## src/rtl/ps2_key_event_decoder.sv

```systemverilog
`default_nettype none
// +---------------------------------------------------------------------------+
// | ps2_key_event_decoder: PS/2 set-2 byte stream -> key events, held-key     |
// | table, shift/ctrl/caps state and press counter.       Revision: 1.0       |
// +---------------------------------------------------------------------------+
module ps2_key_event_decoder #(
  parameter int MAX_KEYS  = 4,
  parameter int CNT_W     = 8,
  parameter bit BCD_COUNT = 1'b1
) (
  input  logic             clk,
  input  logic             clrn,
  input  logic             kb_ready,
  input  logic [7:0]       kb_data,
  output logic             kb_nextdata_n,
  output logic             ev_valid,
  output logic [7:0]       ev_code,
  output logic             ev_ext,
  output logic             ev_break,
  output logic             ev_repeat,
  output logic             ev_drop,
  output logic [3:0]       held_count,
  output logic [7:0]       last_code,
  output logic             shift,
  output logic             ctrl,
  output logic             caps_lock,
  output logic [CNT_W-1:0] press_count
);

  typedef enum logic [2:0] {
    S_IDLE    = 3'd0,
    S_EXT     = 3'd1,
    S_BRK     = 3'd2,
    S_EXT_BRK = 3'd3,
    S_SKIP    = 3'd4
  } state_t;

  state_t              state_q, state_d;
  logic [2:0]          skip_q, skip_d;
  logic                nd_q, nd_d, nd_prev_q, nd_prev_d;
  logic [MAX_KEYS-1:0] tv_q, tv_d, te_q, te_d;
  logic [7:0]          tc_q [MAX_KEYS];
  logic [7:0]          tc_d [MAX_KEYS];
  logic                ev_valid_q, ev_valid_d, ev_ext_q, ev_ext_d;
  logic                ev_break_q, ev_break_d, ev_repeat_q, ev_repeat_d;
  logic                ev_drop_q, ev_drop_d;
  logic [7:0]          ev_code_q, ev_code_d, last_code_q, last_code_d;
  logic [3:0]          held_q, held_d;
  logic                shift_l_q, shift_l_d, shift_r_q, shift_r_d;
  logic                ctrl_q, ctrl_d, caps_q, caps_d;
  logic [CNT_W-1:0]    press_q, press_d;

  logic                accept, fire, brk, ext, hit, have_free, new_press;
  logic [MAX_KEYS-1:0] hit_mask, free_mask;

  function automatic logic is_ignore(input logic [7:0] b);
    case (b)
      8'h00, 8'hAA, 8'hEE, 8'hFA, 8'hFC, 8'hFD, 8'hFE, 8'hFF: return 1'b1;
      default: return 1'b0;
    endcase
  endfunction

  // BCD mode ripples a carry nibble by nibble; all-9s naturally wraps to 0.
  function automatic logic [CNT_W-1:0] cnt_inc(input logic [CNT_W-1:0] v);
    logic [CNT_W-1:0] r;
    logic             c;
    if (!BCD_COUNT) return v + CNT_W'(1);
    r = v;
    c = 1'b1;
    for (int i = 0; i < CNT_W / 4; i++) begin
      if (c) begin
        if (r[4*i +: 4] == 4'd9) r[4*i +: 4] = 4'd0;
        else begin
          r[4*i +: 4] = r[4*i +: 4] + 4'd1;
          c = 1'b0;
        end
      end
    end
    return r;
  endfunction

  always_comb begin
    state_d     = state_q;
    skip_d      = skip_q;
    tv_d        = tv_q;
    te_d        = te_q;
    tc_d        = tc_q;
    ev_valid_d  = 1'b0;
    ev_drop_d   = 1'b0;
    ev_code_d   = ev_code_q;
    ev_ext_d    = ev_ext_q;
    ev_break_d  = ev_break_q;
    ev_repeat_d = ev_repeat_q;
    last_code_d = last_code_q;
    held_d      = held_q;
    shift_l_d   = shift_l_q;
    shift_r_d   = shift_r_q;
    ctrl_d      = ctrl_q;
    caps_d      = caps_q;
    press_d     = press_q;
    fire        = 1'b0;
    brk         = 1'b0;
    ext         = 1'b0;
    new_press   = 1'b0;

    // A pop strobe needs the strobe high now and on the cycle before.
    accept    = kb_ready & nd_q & nd_prev_q;
    nd_d      = ~accept;
    nd_prev_d = nd_q;

    if (accept) begin
      case (state_q)
        S_IDLE: begin
          if (kb_data == 8'hE0) state_d = S_EXT;
          else if (kb_data == 8'hF0) state_d = S_BRK;
          else if (kb_data == 8'hE1) begin
            state_d = S_SKIP;
            skip_d  = 3'd7;
          end else if (!is_ignore(kb_data)) fire = 1'b1;
        end
        S_EXT: begin
          if (kb_data == 8'hF0) state_d = S_EXT_BRK;
          else if (kb_data == 8'hE0) state_d = S_EXT;
          else begin
            state_d = S_IDLE;
            fire    = !is_ignore(kb_data);
            ext     = 1'b1;
          end
        end
        S_BRK, S_EXT_BRK: begin
          state_d = S_IDLE;
          fire    = !is_ignore(kb_data);
          brk     = 1'b1;
          ext     = (state_q == S_EXT_BRK);
        end
        S_SKIP: begin
          skip_d = skip_q - 3'd1;
          if (skip_q == 3'd1) state_d = S_IDLE;
        end
        default: state_d = S_IDLE;
      endcase
    end

    hit       = 1'b0;
    have_free = 1'b0;
    hit_mask  = '0;
    free_mask = '0;
    for (int i = 0; i < MAX_KEYS; i++) begin
      if (tv_q[i] && te_q[i] == ext && tc_q[i] == kb_data && !hit) begin
        hit         = 1'b1;
        hit_mask[i] = 1'b1;
      end
      if (!tv_q[i] && !have_free) begin
        have_free    = 1'b1;
        free_mask[i] = 1'b1;
      end
    end

    if (fire) begin
      ev_valid_d  = 1'b1;
      ev_code_d   = kb_data;
      ev_ext_d    = ext;
      ev_break_d  = brk;
      ev_repeat_d = 1'b0;
      if (!brk) begin
        if (hit) ev_repeat_d = 1'b1;
        else begin
          new_press   = 1'b1;
          press_d     = cnt_inc(press_q);
          last_code_d = kb_data;
          if (have_free) begin
            for (int i = 0; i < MAX_KEYS; i++) begin
              if (free_mask[i]) begin
                tv_d[i] = 1'b1;
                te_d[i] = ext;
                tc_d[i] = kb_data;
              end
            end
            held_d = held_q + 4'd1;
          end else ev_drop_d = 1'b1;
        end
      end else begin
        if (hit) begin
          tv_d   = tv_q & ~hit_mask;
          held_d = held_q - 4'd1;
        end
        if (kb_data == last_code_q) last_code_d = 8'h00;
      end
      // E0 12 is the fake shift, so shifts only follow non-extended codes.
      if (!ext && kb_data == 8'h12) shift_l_d = !brk;
      if (!ext && kb_data == 8'h59) shift_r_d = !brk;
      if (kb_data == 8'h14) ctrl_d = !brk;
      if (new_press && !ext && kb_data == 8'h58) caps_d = !caps_q;
    end
  end

  always_ff @(posedge clk) begin
    if (!clrn) begin
      state_q     <= S_IDLE;
      skip_q      <= 3'd0;
      nd_q        <= 1'b1;
      nd_prev_q   <= 1'b1;
      tv_q        <= '0;
      te_q        <= '0;
      for (int i = 0; i < MAX_KEYS; i++) tc_q[i] <= 8'h00;
      ev_valid_q  <= 1'b0;
      ev_code_q   <= 8'h00;
      ev_ext_q    <= 1'b0;
      ev_break_q  <= 1'b0;
      ev_repeat_q <= 1'b0;
      ev_drop_q   <= 1'b0;
      last_code_q <= 8'h00;
      held_q      <= 4'd0;
      shift_l_q   <= 1'b0;
      shift_r_q   <= 1'b0;
      ctrl_q      <= 1'b0;
      caps_q      <= 1'b0;
      press_q     <= '0;
    end else begin
      state_q     <= state_d;
      skip_q      <= skip_d;
      nd_q        <= nd_d;
      nd_prev_q   <= nd_prev_d;
      tv_q        <= tv_d;
      te_q        <= te_d;
      tc_q        <= tc_d;
      ev_valid_q  <= ev_valid_d;
      ev_code_q   <= ev_code_d;
      ev_ext_q    <= ev_ext_d;
      ev_break_q  <= ev_break_d;
      ev_repeat_q <= ev_repeat_d;
      ev_drop_q   <= ev_drop_d;
      last_code_q <= last_code_d;
      held_q      <= held_d;
      shift_l_q   <= shift_l_d;
      shift_r_q   <= shift_r_d;
      ctrl_q      <= ctrl_d;
      caps_q      <= caps_d;
      press_q     <= press_d;
    end
  end

  assign kb_nextdata_n = nd_q;
  assign ev_valid      = ev_valid_q;
  assign ev_code       = ev_code_q;
  assign ev_ext        = ev_ext_q;
  assign ev_break      = ev_break_q;
  assign ev_repeat     = ev_repeat_q;
  assign ev_drop       = ev_drop_q;
  assign held_count    = held_q;
  assign last_code     = last_code_q;
  assign shift         = shift_l_q | shift_r_q;
  assign ctrl          = ctrl_q;
  assign caps_lock     = caps_q;
  assign press_count   = press_q;

endmodule
`default_nettype wire

```

## config.mk

```make
export PLATFORM = sky130hd
export DESIGN_NAME = ps2_key_event_decoder
export DESIGN_NICKNAME = d
export VERILOG_FILES = /design/src/rtl/ps2_key_event_decoder.sv
export SDC_FILE = /design/constraint.sdc
export NUM_CORES = 1
export LEC_CHECK = 0
export CORE_MARGIN = 2
export CORE_UTILIZATION = 60
export DETAILED_ROUTE_END_ITERATION = 7
export GPL_TIMING_DRIVEN = 0
export HOLD_SLACK_MARGIN = 0.05
export PLACE_DENSITY = 0.85
export RECOVER_POWER = 50
export SETUP_SLACK_MARGIN = 0.3
export SKIP_LAST_GASP = 1
export SLEW_MARGIN = 20
export SYNTH_ARGS = -nofsm -noshare
export SYNTH_HDL_FRONTEND = slang
export SYNTH_SLANG_ARGS = --single-unit
export TNS_END_PERCENT = 5
```

## constraint.sdc

```tcl
create_clock -name clk -period 5.8 [get_ports clk]
set_input_delay 0.87 -clock clk [delete_from_list [all_inputs] [get_ports clk]]
set_output_delay 0.87 -clock clk [all_outputs]
set_load 0.005 [all_outputs]
```

Word level (Yosys, flattened, before mapping)
Cells that the tools add are included.
Widths: inputs -> output; s select.
{"block": "classes", "reduce_logical": 58, "mux": 78, "bitwise_logic": 11, "eq_ne": 38, "addsub": 5}
{"operator": "$eq 8x8->1 const B", "n": 10}
{"operator": "$mux 1", "n": 53}
{"operator": "$eq 8x8->1", "n": 5}
{"operator": "$mux 4", "n": 10}
{"operator": "$reduce_and 5->1", "n": 8}
{"operator": "$mux 8", "n": 3}
{"operator": "$mux 3", "n": 7}
{"operator": "$logic_and 1x1->1", "n": 18}
{"operator": "$eq 8x5->1 const B", "n": 2}
{"operator": "$eq 8x7->1 const B", "n": 2}
{"operator": "$logic_not 1->1", "n": 13}
{"operator": "$add 4x1->4 const B", "n": 3}
{"operator": "$ne 2x2->1 const B", "n": 5}
{"operator": "$reduce_bool 2->1", "n": 5}
{"operator": "$pmux 3 s3", "n": 1}
{"operator": "$reduce_and 3->1", "n": 3}
{"operator": "$eq 4x4->1 const B", "n": 2}
{"operator": "$logic_not 8->1", "n": 1}
{"operator": "$reduce_and 2->1", "n": 4}
{"operator": "$reduce_and 4->1", "n": 2}
{"operator": "$reduce_or 8->1", "n": 1}
{"operator": "$eq 3x1->1 const B", "n": 2}
{"operator": "$eq 3x2->1 const B", "n": 2}
{"operator": "$not 1->1", "n": 6}
{"operator": "other kinds (17)", "n": 22}
{"block": "totals", "reg_bits": 85, "input_bits": 11, "elab_cells": 220, "output_inout_bits": 37}

Logic depth before layout (Yosys ltp)
Gate-level depths: netlist of the first run.
{"block": "depth", "word_depth": 24, "depth_mapped": 12, "ltp_nobuf": 8}

Worst setup path before layout of the first run
Ideal clock, no wire load.
{"block": "synth_timing", "path_kind": "in2reg", "from": "input port kb_data[2]", "to": "register last_code_q[0], in the netlist last_code[0]", "slack_ns": 2.317, "n_path_buf": 3, "setup_time_ns": 0.060, "required_time_ns": 5.740, "cell_stages": 11, "arrival_ns": 3.423, "cell_sequence": "buf_6 or4_4 o311ai_4 xnor2_1 or4_4 and2_4 buf_6 and2_4 buf_6 nor3_4 a22o_1"}
{"block": "synth_via", "elab_chain_len": 20, "elab_cells_between_ends": 68, "cone_classes": "21 x eq/ne; 28 x mux; 19 x reduce/logical"}
{"element": "start, declared", "line_no": "14", "source": "input logic [7:0] kb_data,"}
{"element": "$eq 8x8->1", "line_no": "114, 123"}
{"element": "$mux 1", "line_no": "123", "source": "else if (kb_data == 8'hE0) state_d = S_EXT;"}
{"element": "$mux 1", "line_no": "122", "source": "if (kb_data == 8'hF0) state_d = S_EXT_BRK;"}
{"element": "$pmux 1 s2", "line_no": "112", "source": "case (state_q)"}
{"element": "$mux 1", "line_no": "111", "source": "if (accept) begin"}
{"element": "$eq 1x1->1", "line_no": "149", "source": "if (tv_q[i] && te_q[i] == ext && tc_q[i] == kb_data && !hit) begin"}
{"element": "$logic_and 1x1->1 (2 in a row)", "line_no": "149"}
{"element": "$mux 1", "line_no": "149"}
{"element": "(+3 left out)"}
{"element": "$logic_not 1->1", "line_no": "149"}
{"element": "$logic_and 1x1->1", "line_no": "149"}
{"element": "$mux 1", "line_no": "149"}
{"element": "$logic_not 1->1", "line_no": "149"}
{"element": "$logic_and 1x1->1", "line_no": "149"}
{"element": "$mux 1", "line_no": "149"}
{"element": "$ne 2x2->1 (no line)"}
{"element": "$reduce_and 3->1 (no line) *"}
{"element": "end signal, assigned", "line_no": "233", "source": "last_code_q <= last_code_d;"}
{"element": "end, declared", "line_no": "47", "source": "logic [7:0] ev_code_q, ev_code_d, last_code_q, last_code_d;"}
Mark *: on every way between the ends. The rest lies on a longest branch, timed or not. The select of a mux whose other input is x is not followed.
A chain may end at the register's enable or synchronous reset.

Worst setup path after layout of the first run
{"block": "layout_timing", "from": "input port kb_data[1]", "to": "register tc_q[8] (netlist bit)"}
{"block": "layout_via", "elab_chain_len": 20, "elab_cells_between_ends": 66, "cone_classes": "18 x eq/ne; 28 x mux; 1 x bitwise; 19 x reduce/logical"}
{"element": "parallel branches: the longest is 19 deep, another holds $eq 8x8->1"}
{"element": "$reduce_and 5->1 (no line) *"}
{"element": "end signal, assigned", "line_no": "226", "source": "tc_q <= tc_d;"}
{"element": "end, declared", "line_no": "42", "source": "logic [7:0] tc_q [MAX_KEYS];"}
Every way passes the cells marked *. The select of a mux whose other input is x is not followed.

==> results of run 1 <==
==> final timing paths <==
kind / startpoint / to / slack [ns]
max: kb_data[1] / tc_q[8] / 1.31
min: tc_q[13] / tc_q[13] / 0.48
max reg2reg: state_q[1] / tc_q[8] / 2.48
min reg2reg: tc_q[13] / tc_q[13] / 0.48
==> cell type report <==
| class | count | area share (%) |
|---|---|---|
| multi-input cells | 327 | 45.7 |
| plain buffers | 34 | 3.21 |
| clock inverters | 6 | 1.02 |
| flip-flops and latches | 85 | 35.5 |
| well taps | 80 | 2.09 |
| inverters | 11 | 0.862 |
| repair buffers | 43 | 8.98 |
| clock buffers | 9 | 2.59 |
==> critical path: stages <==
cell	delay, ns
dlygate4sd3_1	0.65
or4_1	0.61
o311ai_4	0.48
xor2_1	0.16
nand2_1	0.17
and4b_1	0.23
clkbuf_1	0.43
nand2_1	0.35
nor3_1	0.24
buf_2	0.31
mux2i_1	0.23
==> kinds of logic after synthesis <==
kind of cell,Yosys count
compound gates,77
buf+inv,45
simple gates,172
xor+xnor,49
fa+ha+maj,6
mux,23
flops,85
==> where the power goes <==
part           switching, W  total [W]  internal [W]
Sequential        0.0000154   0.000619      0.000603
Clock              0.000218   0.000374      0.000156
Combinational     0.0000866   0.000151     0.0000642
==> layer usage <==
layer / up-vias / global-route usage [%] / share of wire [%]
li1: 1720 / - / -
met1: 1766 / 36.9 / 43
met2: 141 / 46.9 / 49
met3: 29 / 6.19 / 5.3
met4: 0 / 13.1 / 2.4
met5: - / 0 / 0
==> sequential cells by signal (all words and copies together), names as in the netlist <==
signal,count
ev_ext,1
last_code,8
ev_break,1
nd_prev_q,1
tc_q,32
ctrl,1
shift_r_q,1
ev_valid,1
tv_q,4
ev_code,8
ev_drop,1
state_q,3
kb_nextdata_n,1
held_count,4
press_count,8
skip_q,3
caps_lock,1
te_q,4
shift_l_q,1
ev_repeat,1
==> layout by cell type (no fill, tap or decap), types with 12 or more instances in the layout <==
| cell | synthesis | final |
|---|---|---|
| o21ai_0 | 33 | 33 |
| clkbuf_1 | 24 | 26 |
| nand4_1 | 12 | 12 |
| xnor2_1 | 34 | 34 |
| nand3_1 | 35 | 35 |
| dlygate4sd3_1 | 0 | 39 |
| dfxtp_1 | 85 | 85 |
| mux2i_1 | 23 | 23 |
| nor2_1 | 28 | 28 |
| xor2_1 | 15 | 15 |
| nand2_1 | 35 | 35 |
==> per-stage QoR <==
step | power [W] | setup WS (ns) | hold slack (ns)
floorplan | 0.000728 | 2.32 | 0.446
CTS | 0.00115 | 1.51 | 0.477
finish | 0.00114 | 1.31 | 0.476
detailed placement | 0.000787 | 1.15 | 0.465
global route | 0.00119 | 1.20 | 0.503
global placement | 0.000781 | 1.26 | 0.456
==> qor.txt, run 1 <==
mapped cell area - 4110 µm²
vias in the first global route - 3586
Final Non-Filler Cells - 595
register area - 1700 µm²
Mapped Cells - 457
Num CTS Buffers - 9
Port Buffers - 43
H-tree depth - 3
Hold/Removal Path Class - reg -> reg
Final GP Congestion - 0.925
ANT cells - 0
compound-gate portion of the synthesized area - 13.0%
dpl cell area - 4640 µm²
Core Footprint - 6720 µm²
Hold Vio Cnt, Final - 0
Primary FF master, synth - dfxtp_1
simple-gate share of the synthesized area - 22.8%
Longest Clk Path Bufs - 2
Iter 0 DRT Violations - 317
Post-synth top cells - 85 x dfxtp_1, 35 x nand2_1, 35 x nand3_1
Min-Delay Path Depth - 2
setup repair bufs after CTS - 0
fin. max-slew vios - 0
DRT Wirelength - 10300 µm
per-cell routed wire length - 17.3 µm
Remaining Overflow, GRT - 0
crit path DAT - 4.77 ns
# DRC - 0
Core Rows - 30
synth unique cells - 52
Multi-input gate area - 2190 µm²
pin count of the biggest net entering global routing - 16
critical path required time - 6.08 ns
status - complete, no violations
Syn-to-layout area delta - 16.7%
max-cap viol count - 0
Skew-Pair Late Insertion Delay - 0.35 ns
Starting Density - 61.1%
Critical Path Source Type - primary input
post-route clock period utilization - 77.5%
DIE WIDTH - 86.7 µm
layout cells sized above 1 - 6.41%
Setup-failing EPs final - 0
I/O pin count - 48
initial antenna violation count - 0
Final #Nets - 527
TNS Setup - 0 ns
proportion of synthesized area in mux cells - 5.61%
PostCTS Resize Cnt - 0
RSZ-0062 raised after global routing - no
PwrDens - 239 nW/µm²
cell taking the most area after synthesis - dfxtp_1
Mapped Nets - 473
CP Capture Type - flip-flop
CTS sink count - 85
actual slew at the worst max-slew pin - 0.781 ns
clock skew - 0.00789 ns
clock slew at reported path FFs - 0.08 ns
die area - 7520 µm²
largest family of logic cells by synthesized area - simple AND/OR/NAND/NOR gates
hold_buf cts - 0
Vias - 3656
Post-Route Utilization - 71.3%
Synth Warn # - 0
Syn Area/Cell - 8.98 µm²
VDD IR max - 0.159 mV
Worst Path Class, Setup - in -> reg
Async S/R FF share, synth - 0%
GR Util All Layers - 28.9%
CTS tree - done
post-synthesis sequential area ratio - 41.5%
antenna-violating nets left - 0
first-pass GRT wire length - 16900 µm
Relative slew margins - 47.2%
CTS root buf - clkbuf_8
hpwl dp - 7310 µm
synth top area cells - dfxtp_1 41%, xnor2_1 7.3%, mux2i_1 5.6%
DR pass1 iterations - 5
final instance area - 4790 µm²
crit path max fanout - 10
Vias/cell - 6.14
f_max - 0.223 GHz
die height - 86.7 µm
XOR/XNOR Fraction of Synth Area - 10.5%
R2R cell count - 10
count leader, synth - dfxtp_1
placed cells - 580
FF+latch count, synth - 85
filler instances - 526
Lkg Pwr - 1.82 nW
Synth Area in Adders - 1.95%
Synth top area share - 41.5%
fin crit period - 4.49 ns
EDFF count, synth - 0
(Power assumes the default switching activity.)
==> inputs of run 2 (changes only) <==
Settings changed: CORE_UTILIZATION 60 to 56, PLACE_DENSITY 0.85 to 0.8.
Clock period 5.8 ns to 4.68 ns, I/O delays scaled along.
==> qor.txt, run 2 (synthesis gave the netlist of run 1 again) <==
Top reg by flops - tc_q
status - complete, no violations
setup repair bufs after CTS - 0
Final GP Congestion - 0.889
Worst Path Class, Setup - in -> reg
Critical Path Source Type - primary input
fin. max-slew vios - 0
per-cell routed wire length - 16.9 µm
layout cells sized above 1 - 6.59%
Starting Density - 57.2%
Final Non-Filler Cells - 615
# DRC - 0
H-tree depth - 3
placed cells - 599
Iter 0 DRT Violations - 313
CTS root buf - clkbuf_8
Longest Clk Path Bufs - 2
Vias/cell - 5.87
Core Footprint - 7180 µm²
PostCTS Resize Cnt - 0
Port Buffers - 43
GR Util All Layers - 27.6%
antenna-violating nets left - 0
die area - 8030 µm²
Multi-input gate area - 2190 µm²
Lkg Pwr - 1.83 nW
register area - 1700 µm²
PwrDens - 299 nW/µm²
TNS Setup - 0 ns
Core Rows - 31
f_max - 0.242 GHz
VDD IR max - 0.201 mV
RSZ-0062 raised after global routing - no
filler instances - 575
R2R setup slack - 1.54 ns
Final #Nets - 527
crit path max fanout - 10
hpwl dp - 7460 µm
hold_buf cts - 0
critical path required time - 4.91 ns
pin count of the biggest net entering global routing - 16
post-route clock period utilization - 88.3%
most common cell after layout, fill and taps aside - dfxtp_1
first-pass GRT wire length - 16600 µm
vias in the first global route - 3382
DR pass1 iterations - 6
CTS tree - done
ANT cells - 0
Skew-Pair Late Insertion Delay - 0.36 ns
Setup-failing EPs final - 0
Remaining Overflow, GRT - 0
fin crit period - 4.13 ns
I/O pin count - 48
most frequent cells in the layout - 85 x dfxtp_1, 39 x dlygate4sd3_1, 35 x nand3_1, 35 x nand2_1, 34 x xnor2_1
Num CTS Buffers - 9
Hold Vio Cnt, Final - 0
CP Capture Type - flip-flop
hold path start - held_count[3]
actual slew at the worst max-slew pin - 0.772 ns
Relative slew margins - 48.5%
Min-Delay Path Depth - 2
clock skew - 0.00486 ns
Critical R2R Capture - tc_q[19]
r2r startpoint - state_q[1]
clock slew at reported path FFs - 0.09 ns
max-cap viol count - 0
max reg flops - 32
crit path DAT - 4.37 ns
die height - 89.6 µm
hold endpoint - held_count[3]
initial antenna violation count - 0
R2R cell count - 9
Syn-to-layout area delta - 17.6%
DRT Wirelength - 10400 µm
Vias - 3608
DIE WIDTH - 89.6 µm
CTS sink count - 85
Hold/Removal Path Class - reg -> reg
-- run 2: report_power, final --
group          internal [W]  total, W  switching [W]
Clock              0.000210  0.000488       0.000278
Combinational     0.0000801  0.000188       0.000108
Sequential         0.000748  0.000766      0.0000189
-- run 2: per-layer routing --
metal / up-vias / global-route usage, % / wire length [µm]
met3: 16 / 6.86 / 573
met2: 107 / 44.7 / 5020
met4: 0 / 9.91 / 161
met1: 1761 / 35.9 / 4620
li1: 1724 / - / -
met5: - / 0 / 0
-- run 2: area by class of cell --
class / count / area share, %
clock inverters: 6 / 0.933
well taps: 99 / 2.56
clock buffers: 10 / 2.85
flip-flops and latches: 85 / 35.2
repair buffers: 43 / 8.91
inverters: 11 / 0.855
multi-input cells: 327 / 45.4
plain buffers: 34 / 3.21
-- run 2: worst max path at each step --
stage | startpoint | end | slack (ns) | cells past startpoint
after floorplan | kb_data[2] | last_code[0] | 1.36 | 11
after global placement | kb_data[1] | tc_q[10] | 0.32 | 12
after detailed placement | kb_data[1] | tc_q[10] | 0.18 | 12
after CTS | kb_data[1] | tc_q[12] | 0.53 | 12
after global routing | kb_data[1] | tc_q[19] | 0.33 | 10
final | kb_data[1] | tc_q[19] | 0.55 | 10
-- run 2: metrics by stage --
step / util [%] / setup slack, ns / power (W) / area (µm²) / hold WS [ns]
5_1_grt: 67.3 / 0.328 / 0.00150 / 4830 / 0.500
2_1_floorplan: - / 1.36 / 0.000902 / 4110 / 0.446
3_5_place_dp: 64.9 / 0.181 / 0.000976 / 4660 / 0.462
3_3_place_gp: 64.9 / 0.322 / 0.000969 / 4660 / 0.457
6_report: 67.3 / 0.545 / 0.00144 / 4830 / 0.475
4_1_cts: 67.5 / 0.528 / 0.00145 / 4840 / 0.475
-- run 2: critical path, stage by stage --
cell and delay, ns:
dlygate4sd3_1 0.66, or4_1 0.60, o311ai_4 0.47, xnor2_1 0.12
or4_1 0.62, and2_4 0.20, buf_6 0.13, nand4_1 0.34
clkbuf_1 0.35, o21ai_0 0.16
